**src/rtl/muldiv_ctrl.sv**
```systemverilog
// muldiv_ctrl: EXE-stage multiply/divide sequencer owning HI/LO.
// Fixed-latency multiplier, 32-step restoring divider, mthi/mtlo, flush abort.
module muldiv_ctrl #(
    parameter int unsigned MUL_STAGES = 2
) (
    input  logic        clk,
    input  logic        reset,
    input  logic        req_valid,
    output logic        req_ready,
    input  logic [2:0]  req_op,
    input  logic [31:0] req_src1,
    input  logic [31:0] req_src2,
    input  logic        flush,
    output logic        done,
    output logic        busy,
    output logic [31:0] hi,
    output logic [31:0] lo
);
    typedef enum logic [1:0] {IDLE, MUL, DIV, FIX} state_t;

    state_t      state_q, state_d;
    logic [2:0]  op_q, op_d;
    logic [31:0] a_q, a_d, b_q, b_d;
    logic [31:0] rem_q, rem_d, quo_q, quo_d;
    logic [31:0] hi_q, hi_d, lo_q, lo_d;
    logic [31:0] mcnt_q, mcnt_d;
    logic [4:0]  cnt_q, cnt_d;
    logic        done_q, done_d;

    logic        xfer, div_sgn, q_neg, r_neg;
    logic [31:0] dvs;
    logic [32:0] rs, diff;
    logic [63:0] ea, eb, prod;

    assign req_ready = (state_q == IDLE) && !flush && !reset;
    assign xfer      = req_valid && req_ready;
    assign busy      = state_q != IDLE;
    assign done      = done_q;
    assign hi        = hi_q;
    assign lo        = lo_q;

    // Signed ops work on magnitudes; the quotient register starts as |dividend|.
    assign div_sgn = op_q == 3'd2;
    assign dvs     = (div_sgn && b_q[31]) ? -b_q : b_q;
    assign rs      = {rem_q, quo_q[31]};
    assign diff    = rs - {1'b0, dvs};
    assign q_neg   = div_sgn && (a_q[31] ^ b_q[31]);
    assign r_neg   = div_sgn && a_q[31];
    assign ea      = {{32{~op_q[0] & a_q[31]}}, a_q};
    assign eb      = {{32{~op_q[0] & b_q[31]}}, b_q};
    assign prod    = ea * eb;

    always_ff @(posedge clk) begin
        if (reset) begin
            state_q <= IDLE;
            op_q    <= '0;
            a_q     <= '0;
            b_q     <= '0;
            rem_q   <= '0;
            quo_q   <= '0;
            hi_q    <= '0;
            lo_q    <= '0;
            mcnt_q  <= '0;
            cnt_q   <= '0;
            done_q  <= 1'b0;
        end else begin
            state_q <= state_d;
            op_q    <= op_d;
            a_q     <= a_d;
            b_q     <= b_d;
            rem_q   <= rem_d;
            quo_q   <= quo_d;
            hi_q    <= hi_d;
            lo_q    <= lo_d;
            mcnt_q  <= mcnt_d;
            cnt_q   <= cnt_d;
            done_q  <= done_d;
        end
    end

    always_comb begin
        state_d = state_q;
        op_d    = op_q;
        a_d     = a_q;
        b_d     = b_q;
        rem_d   = rem_q;
        quo_d   = quo_q;
        hi_d    = hi_q;
        lo_d    = lo_q;
        mcnt_d  = mcnt_q;
        cnt_d   = cnt_q;
        done_d  = 1'b0;
        if (flush) begin
            state_d = IDLE;
        end else begin
            case (state_q)
                IDLE: if (xfer) begin
                    op_d   = req_op;
                    a_d    = req_src1;
                    b_d    = req_src2;
                    rem_d  = '0;
                    quo_d  = (req_op == 3'd2 && req_src1[31]) ? -req_src1 : req_src1;
                    mcnt_d = '0;
                    cnt_d  = '0;
                    case (req_op)
                        3'd0, 3'd1: state_d = MUL;
                        3'd2, 3'd3: state_d = DIV;
                        3'd4: begin
                            hi_d   = req_src1;
                            done_d = 1'b1;
                        end
                        3'd5: begin
                            lo_d   = req_src1;
                            done_d = 1'b1;
                        end
                        default: ;
                    endcase
                end
                MUL: begin
                    if (mcnt_q == 32'(MUL_STAGES - 1)) begin
                        {hi_d, lo_d} = prod;
                        state_d      = IDLE;
                        done_d       = 1'b1;
                    end else begin
                        mcnt_d = mcnt_q + 32'd1;
                    end
                end
                DIV: begin
                    rem_d   = diff[32] ? rs[31:0] : diff[31:0];
                    quo_d   = {quo_q[30:0], ~diff[32]};
                    cnt_d   = cnt_q + 5'd1;
                    state_d = (cnt_q == 5'd31) ? FIX : DIV;
                end
                default: begin
                    lo_d    = (b_q == '0) ? '1 : (q_neg ? -quo_q : quo_q);
                    hi_d    = (b_q == '0) ? a_q : (r_neg ? -rem_q : rem_q);
                    state_d = IDLE;
                    done_d  = 1'b1;
                end
            endcase
        end
    end
endmodule

```
**config.mk**
```make
export PLATFORM = sky130hd
export DESIGN_NAME = muldiv_ctrl
export DESIGN_NICKNAME = d
export VERILOG_FILES = /design/src/rtl/muldiv_ctrl.sv
export SDC_FILE = /design/constraint.sdc
export NUM_CORES = 2
export LEC_CHECK = 0
export BUFFER_PORTS_ARGS = -buffer_cell sky130_fd_sc_hd__buf_4
export CORE_ASPECT_RATIO = 1.1
export CORE_MARGIN = 2
export CORE_UTILIZATION = 25
export CTS_BUF_LIST = sky130_fd_sc_hd__clkbuf_8
export CTS_CLUSTER_DIAMETER = 40
export DETAILED_ROUTE_END_ITERATION = 16
export PLACE_DENSITY = 0.37
export SLEW_MARGIN = 20
export SYNTH_ARGS = -nofsm -noshare
export SYNTH_HDL_FRONTEND = slang
export SYNTH_SLANG_ARGS = --single-unit
```
**constraint.sdc**
```tcl
create_clock -name clk -period 10.8 [get_ports clk]
set_clock_uncertainty 0.15 [all_clocks]
set_input_delay 1.08 -clock clk [delete_from_list [all_inputs] [get_ports clk]]
set_output_delay 1.08 -clock clk [all_outputs]
set_load 0.02 [all_outputs]
```
# Yosys cells after proc, flatten, opt, wreduce, memory -nomap -nowiden
# Index checks and enable logic that the tools add are counted.
[totals]
reg_bits = 235
inputBits = 71
elab_cells = 99
[op_classes]
n_addsub = 7
mul = 1
n_eq_ne = 16
muxes = 32
bitwise = 7
n_reduce_logical = 25
[ops]
columns = ["operator", "count"]
rows = [
  ["$mux W32", 16],
  ["$pmux W32 S2", 3],
  ["$pmux W32 S3", 2],
  ["$neg A32 Y32", 4],
  ["$mul A33 B33 Y64", 1],
  ["$sub A33 B32 Y33", 1],
  ["$add A32 B1 Y32 const B", 1],
  ["$eq A32 B1 Y1 const B", 1],
  ["$logic_not A32 Y1", 1],
  ["$pmux W5 S2", 1],
  ["$reduce_and A5 Y1", 2],
  ["$eq A3 B2 Y1 const B", 3],
  ["$reduce_and A3 Y1", 3],
  ["$reduce_or A2 Y1", 4],
  ["$logic_and A1 B1 Y1", 7],
  ["$eq A3 B3 Y1 const B", 2],
  ["$ne A2 B2 Y1 const B", 3],
  ["$pmux W2 S3", 1],
  ["$reduce_bool A2 Y1", 3],
  ["$add A5 B1 Y5 const B", 1],
  ["$eq A5 B5 Y1 const B", 1],
  ["$mux W5", 1],
  ["$mux W1", 4],
  ["$mux W2", 2],
  ["14 further kinds", 20],
]

# Logic depth before layout (Yosys ltp)
[depth]
ltp_word = 6
ltp_mapped = 31
mapped_depth_nobuf = 28

# Worst setup path before layout
# No wires, ideal clock.
[synth_timing]
path_type = "reg-to-reg"
start = "reg a_q[31]"
end = "reg hi_q[27], in the netlist hi[27]"
setup_time_ps = 91
t_arrival_ps = 8076
required_time_ps = 10559
setup_slack_ps = 2483
path_stages_with_launch = 31
n_path_buf = 2
path_cell_list = "dfxtp_1 -> clkbuf_1 -> nor2b_1 -> clkbuf_1 -> nand2_1 -> inv_1 -> fa_1 -> inv_1 -> fa_1 -> inv_1 -> fa_1 -> fa_1 -> inv_1 -> fa_1 -> inv_1 -> fa_1 -> inv_1 -> fa_1 -> fa_1 -> inv_1 -> ha_1 -> a21o_1 -> a21o_1 -> a21oi_1 -> nand2_1 -> a211oi_1 -> a31oi_1 -> a211oi_2 -> and3_1 -> o21ai_0 -> a311oi_1"
[synth_via]
elab_chain_len = 4
[synth_rtl]
columns = ["item", "line", "text"]
rows = [
  ["from (decl)", "23", "logic [31:0] a_q, a_d, b_q, b_d;"],
  ["from (signal assigned)", "57", "a_q <= '0;"],
  ["from (signal assigned)", "69", "a_q <= a_d;"],
  ["$and A1 B1 Y1 or $logic_and A1 B1 Y1 (tied branches)", "49, 48", ""],
  ["$mul A33 B33 Y64 or $mux W32 (tied branches)", "51, 136", ""],
  ["$mux W32 (on tied branches)", "120, 136", ""],
  ["$pmux W32 S3 (*)", "96", "case (state_q)"],
  ["to (signal assigned)", "73", "hi_q <= hi_d;"],
  ["to (decl)", "25", "logic [31:0] hi_q, hi_d, lo_q, lo_d;"],
]
# Every way passes the cells marked *; elsewhere a longest branch is shown, timed or not. The select of a mux whose other input is x is not followed.
# A chain may end at the register's enable or synchronous reset.

# Worst setup path after layout
[layout_timing]
start = "reg a_q[18]"
end = "reg hi_q[12], in the netlist hi[12]"
[layout_via]
elab_chain_len = 3
[layout_rtl]
columns = ["item", "line", "text"]
rows = [
  ["$mul A33 B33 Y64", "51", "assign prod = ea * eb;"],
  ["$mux W32", "120", "if (mcnt_q == 32'(MUL_STAGES - 1)) begin"],
  ["$pmux W32 S3", "96", ""],
]
# No other way between the ends. The select of a mux whose other input is x is not followed.

==> results_tabular.tex <==
\begin{tabular}{lr}
\hline
Metric & Value \\
\hline
\multicolumn{2}{l}{\textbf{Critical path}} \\
\quad Highest fanout seen on the critical path & 23 \\
\quad Critical path endpoint category & flip-flop \\
\quad Critical register-to-register path endpoint & hi[12] \\
\quad Cell family with the largest share of critical-path delay & adder cells \\
\quad Minimum setup slack among reg-to-reg paths & 1140 ps \\
\quad Launch point of the worst reg-to-reg path & a\_q[18] \\
\quad Largest stage delay on the critical path & 940 ps \\
\quad Worst setup SP type & flip-flop \\
\quad Arrival time at the worst endpoint & 10,240 ps \\
\quad CP max-delay cell & dfxtp\_1 \\
\quad Origin of the worst setup path & a\_q[18] \\
\quad Category of the most critical setup path & flip-flop to flip-flop \\
\quad Most repeated library cell on the critical path & fa\_1 \\
\quad Cell depth of the worst flop-to-flop path & 25 \\
\quad WP data required & 11,380 ps \\
\quad Crit path buffers/inverters & 6 \\
\multicolumn{2}{l}{\textbf{Die}} \\
\quad Die span in x & 441.7 um \\
\quad Chip height & 485.5 um \\
\quad IO Pins & 138 \\
\quad Starting Density & 0.2518 \\
\quad Number of cell rows & 176 \\
\quad Overall die area & 214,400 um\^{}2 \\
\quad Core footprint & 209,200 um\^{}2 \\
\multicolumn{2}{l}{\textbf{Synthesis}} \\
\quad Dominant cell by count in the synthesized netlist & inv\_1 \\
\quad Count of flip-flops with a built-in enable after synthesis & 0 \\
\quad Share of Yosys cell area claimed by the top area cell type & 0.4278 \\
\quad Top cells by count, synth & inv\_1 (1,151), fa\_1 (1,126), nand2\_1 (1,023), and2\_1 (380), clkbuf\_1 (329) \\
\quad Post-synthesis sequential element count & 235 \\
\quad Top area cells in the synthesized netlist & fa\_1 (43\%), dfxtp\_1 (8.9\%), inv\_1 (8.2\%) \\
\quad Cell variety after synth & 90 \\
\quad Cells after synthesis & 6,165 \\
\quad Syn Std Cell Area & 52,690 um\^{}2 \\
\quad Avg Inst Size Synth & 8.546 um\^{}2 \\
\quad Proportion of register bits with asynchronous set or reset after synthesis & 0 \\
\quad Part of the Yosys area used for sequential elements & 0.08929 \\
\quad Yosys warns & 0 \\
\quad Leading area contributor after synthesis & fa\_1 \\
\quad Ys flop type & dfxtp\_1 \\
\quad Number of nets produced by synthesis & 7,615 \\
\multicolumn{2}{l}{\textbf{Placement}} \\
\quad Worst slack at placement & 1198 ps \\
\quad HPWL after DPL & 162.1 mm \\
\quad Area after DPL & 56,620 um\^{}2 \\
\quad Count of buffers from port buffering & 137 \\
\quad Routability Congestion & 0.8741 \\
\multicolumn{2}{l}{\textbf{Min path}} \\
\quad Endpoint, Worst Hold & a\_q[7] \\
\quad Hold Path Class & flip-flop to flip-flop \\
\quad Startpoint of the most critical hold path & a\_q[7] \\
\quad Hold-critical path depth & 2 \\
\multicolumn{2}{l}{\textbf{Global routing}} \\
\quad Overall fraction of global-route tracks in use & 0.1835 \\
\quad Total congestion overflow & 0 \\
\quad Pin count of the biggest net entering global routing & 66 \\
\quad Wire length of the first global-routing pass & 298.0 mm \\
\quad Number of global-route vias before repair & 44,760 \\
\quad Initial antenna violation count & 11 \\
\multicolumn{2}{l}{\textbf{Clock tree}} \\
\quad Buffers from clock root to sink, at most & 3 \\
\quad Post-CTS setup repair buffer count & 0 \\
\quad Clock insertion delay at the later pin of the skew report & 790 ps \\
\quad Clock tree root driver cell & clkbuf\_8 \\
\quad Clock-pin transition on the worst setup and hold timing paths & 70 ps \\
\quad H-tree lvl count & 2 \\
\quad Resized cells post-CTS & 0 \\
\quad TritonCTS sink count & 235 \\
\quad Number of buffers inserted by hold repair at cts & 0 \\
\quad CTS tree & built \\
\quad TritonCTS Buffers & 58 \\
\multicolumn{2}{l}{\textbf{Pwr}} \\
\quad Power density normalized to cell area & 57.16 nW/um\^{}2 \\
\quad Static power due to leakage & 26.65 nW \\
\quad Maximum VDD drop & 0.0001165 V \\
\multicolumn{2}{l}{\textbf{Timing}} \\
\quad Worst slew pin tran & 1028 ps \\
\quad Final count of pins violating max slew & 0 \\
\quad Relative max-transition margin & 0.3110 \\
\quad Final hold viol count & 0 \\
\quad Setup-violating endpoint count in the final report & 0 \\
\quad Highest achievable clock rate & 0.1035 GHz \\
\quad Worst setup slack after layout & 1142 ps \\
\quad Final worst path period need & 9658 ps \\
\quad TNS Setup & 0 ps \\
\quad Unrepaired setup endpoints after global routing & no \\
\quad Post-route fraction of the period consumed by the critical path & 0.8943 \\
\multicolumn{2}{l}{\textbf{Job}} \\
\quad Number of maximum-capacitance violations & 0 \\
\multicolumn{2}{l}{\textbf{Layout}} \\
\quad Layout cells sized above 1 & 0.07040 \\
\quad Layout area overhead & 10.40\% \\
\quad Final instance area & 58,170 um\^{}2 \\
\quad Final Net Count & 7,536 \\
\quad Final core occ & 0.2780 \\
\multicolumn{2}{l}{\textbf{Route}} \\
\quad Count of TritonRoute iterations in the first routing pass & 5 \\
\quad Via count normalized by instance count & 4.609 \\
\quad Per-cell routed wire length & 21.86 um \\
\quad Antenna Nets Post-Route & 0 \\
\quad Total number of vias & 41,020 \\
\quad Detailed-route DRC error count & 0 \\
\quad Drt first-iter violations & 2,097 \\
\quad Final wirelength & 194.5 mm \\
\multicolumn{2}{l}{\textbf{Run status}} \\
\quad Run status & finished clean \\
\hline
\end{tabular}
==> worst reg2reg max path, stage by stage, from the launching register on <==
cell	delay (ps)
dfxtp_1	940
buf_4	490
nand2_1	140
fa_1	470
fa_1	540
inv_1	60
fa_1	490
fa_1	510
inv_1	50
fa_1	540
inv_1	110
fa_1	490
fa_1	500
inv_1	50
fa_1	520
inv_1	60
ha_1	350
a21oi_1	280
o22ai_1	150
o41ai_1	600
o21ai_0	300
o21bai_1	270
xor2_1	460
a211oi_1	150
a2111oi_0	740
a31o_2	200
==> kinds of logic (layout without fill, tap and decap cells) <==
kind of cell / count (synthesis) / count (layout) / synth area share
and+or+nand+nor: 1964 / 1964 / 0.1724
buffers and inverters: 1553 / 1524 / 0.1125
other: 0 / 5 / 0
AOI/OAI and AO/OA: 760 / 760 / 0.09119
xor gates and xnor gates: 241 / 241 / 0.04006
adders and majority gates: 1379 / 1379 / 0.4879
muxes: 33 / 33 / 0.006578
DFF: 235 / 235 / 0.08929
==> cells in the final DEF, fill, tap and decap left out, types with 37 or more instances in the layout <==
cell / netlist / final
a211oi_1: 39 / 38
buf_4: 2 / 257
nand3_1: 46 / 45
nor2_1: 243 / 242
dfxtp_1: 235 / 223
o21ai_0: 137 / 137
nand2_1: 1023 / 1020
ha_1: 253 / 253
fa_1: 1126 / 1126
and2_1: 380 / 379
clkbuf_8: 4 / 68
a21o_1: 52 / 52
xor2_1: 101 / 101
inv_1: 1151 / 1159
a21oi_1: 290 / 290
xnor2_1: 140 / 140
nor3_1: 82 / 81
a221oi_1: 37 / 37
==> flip-flops by register name, indices dropped and copies added (netlist names) <==
name / flops
hi: 32
quo_q: 32
op_q: 3
state_q: 2
b_q: 32
a_q: 32
rem_q: 32
lo: 32
cnt_q: 5
mcnt_q: 32
done: 1
==> per-layer routing <==
metal  track usage  vias up  part of all wire
li1              -    18650                 -
met1        0.2527    21440              0.46
met2        0.3140      760              0.48
met3       0.01372      173             0.032
met4       0.04049        4             0.024
met5             0        -           0.00012
==> worst max-delay path by stage <==
stage	slack [ps]	end	cells past startpoint
after floorplan	2480	hi[27]	30
after global placement	1140	hi[12]	25
after detailed placement	1200	hi[12]	25
after CTS	1130	hi[12]	25
after global routing	750	hi[27]	28
final	1140	hi[12]	25
==> power by group <==
group          switching (mW)  internal, mW  leakage, nW
logic                   0.608         0.295         24.0
registers              0.0530         0.883         1.91
clock network           0.584         0.903        0.778
==> cell type report <==
class,count,area [um^2]
Antenna cell,5,12.51
Clock buffer,68,935.9
Clock inverter,42,603.1
Fill cell,22760,151000
Inverter,1153,4328
Multi-Input combinational cell,4377,42110
Sequential cell,235,4727
Tap cell,2759,3452
Timing Repair Buffer,261,2001
==> metrics by stage <==
| stage | std cells | hold slack, ps | total power, mW |
|---|---|---|---|
| after floorplan | 6165 | 281.5 | 1.473 |
| after global placement | 8785 | 298.2 | 1.864 |
| after detailed placement | 8785 | 297.5 | 1.857 |
| after CTS | 8895 | 309.3 | 3.384 |
| after global routing | 8897 | 316.5 | 3.476 |
| final | 8900 | 306.4 | 3.325 |
Note: power is estimated with default switching activity, not from simulation.
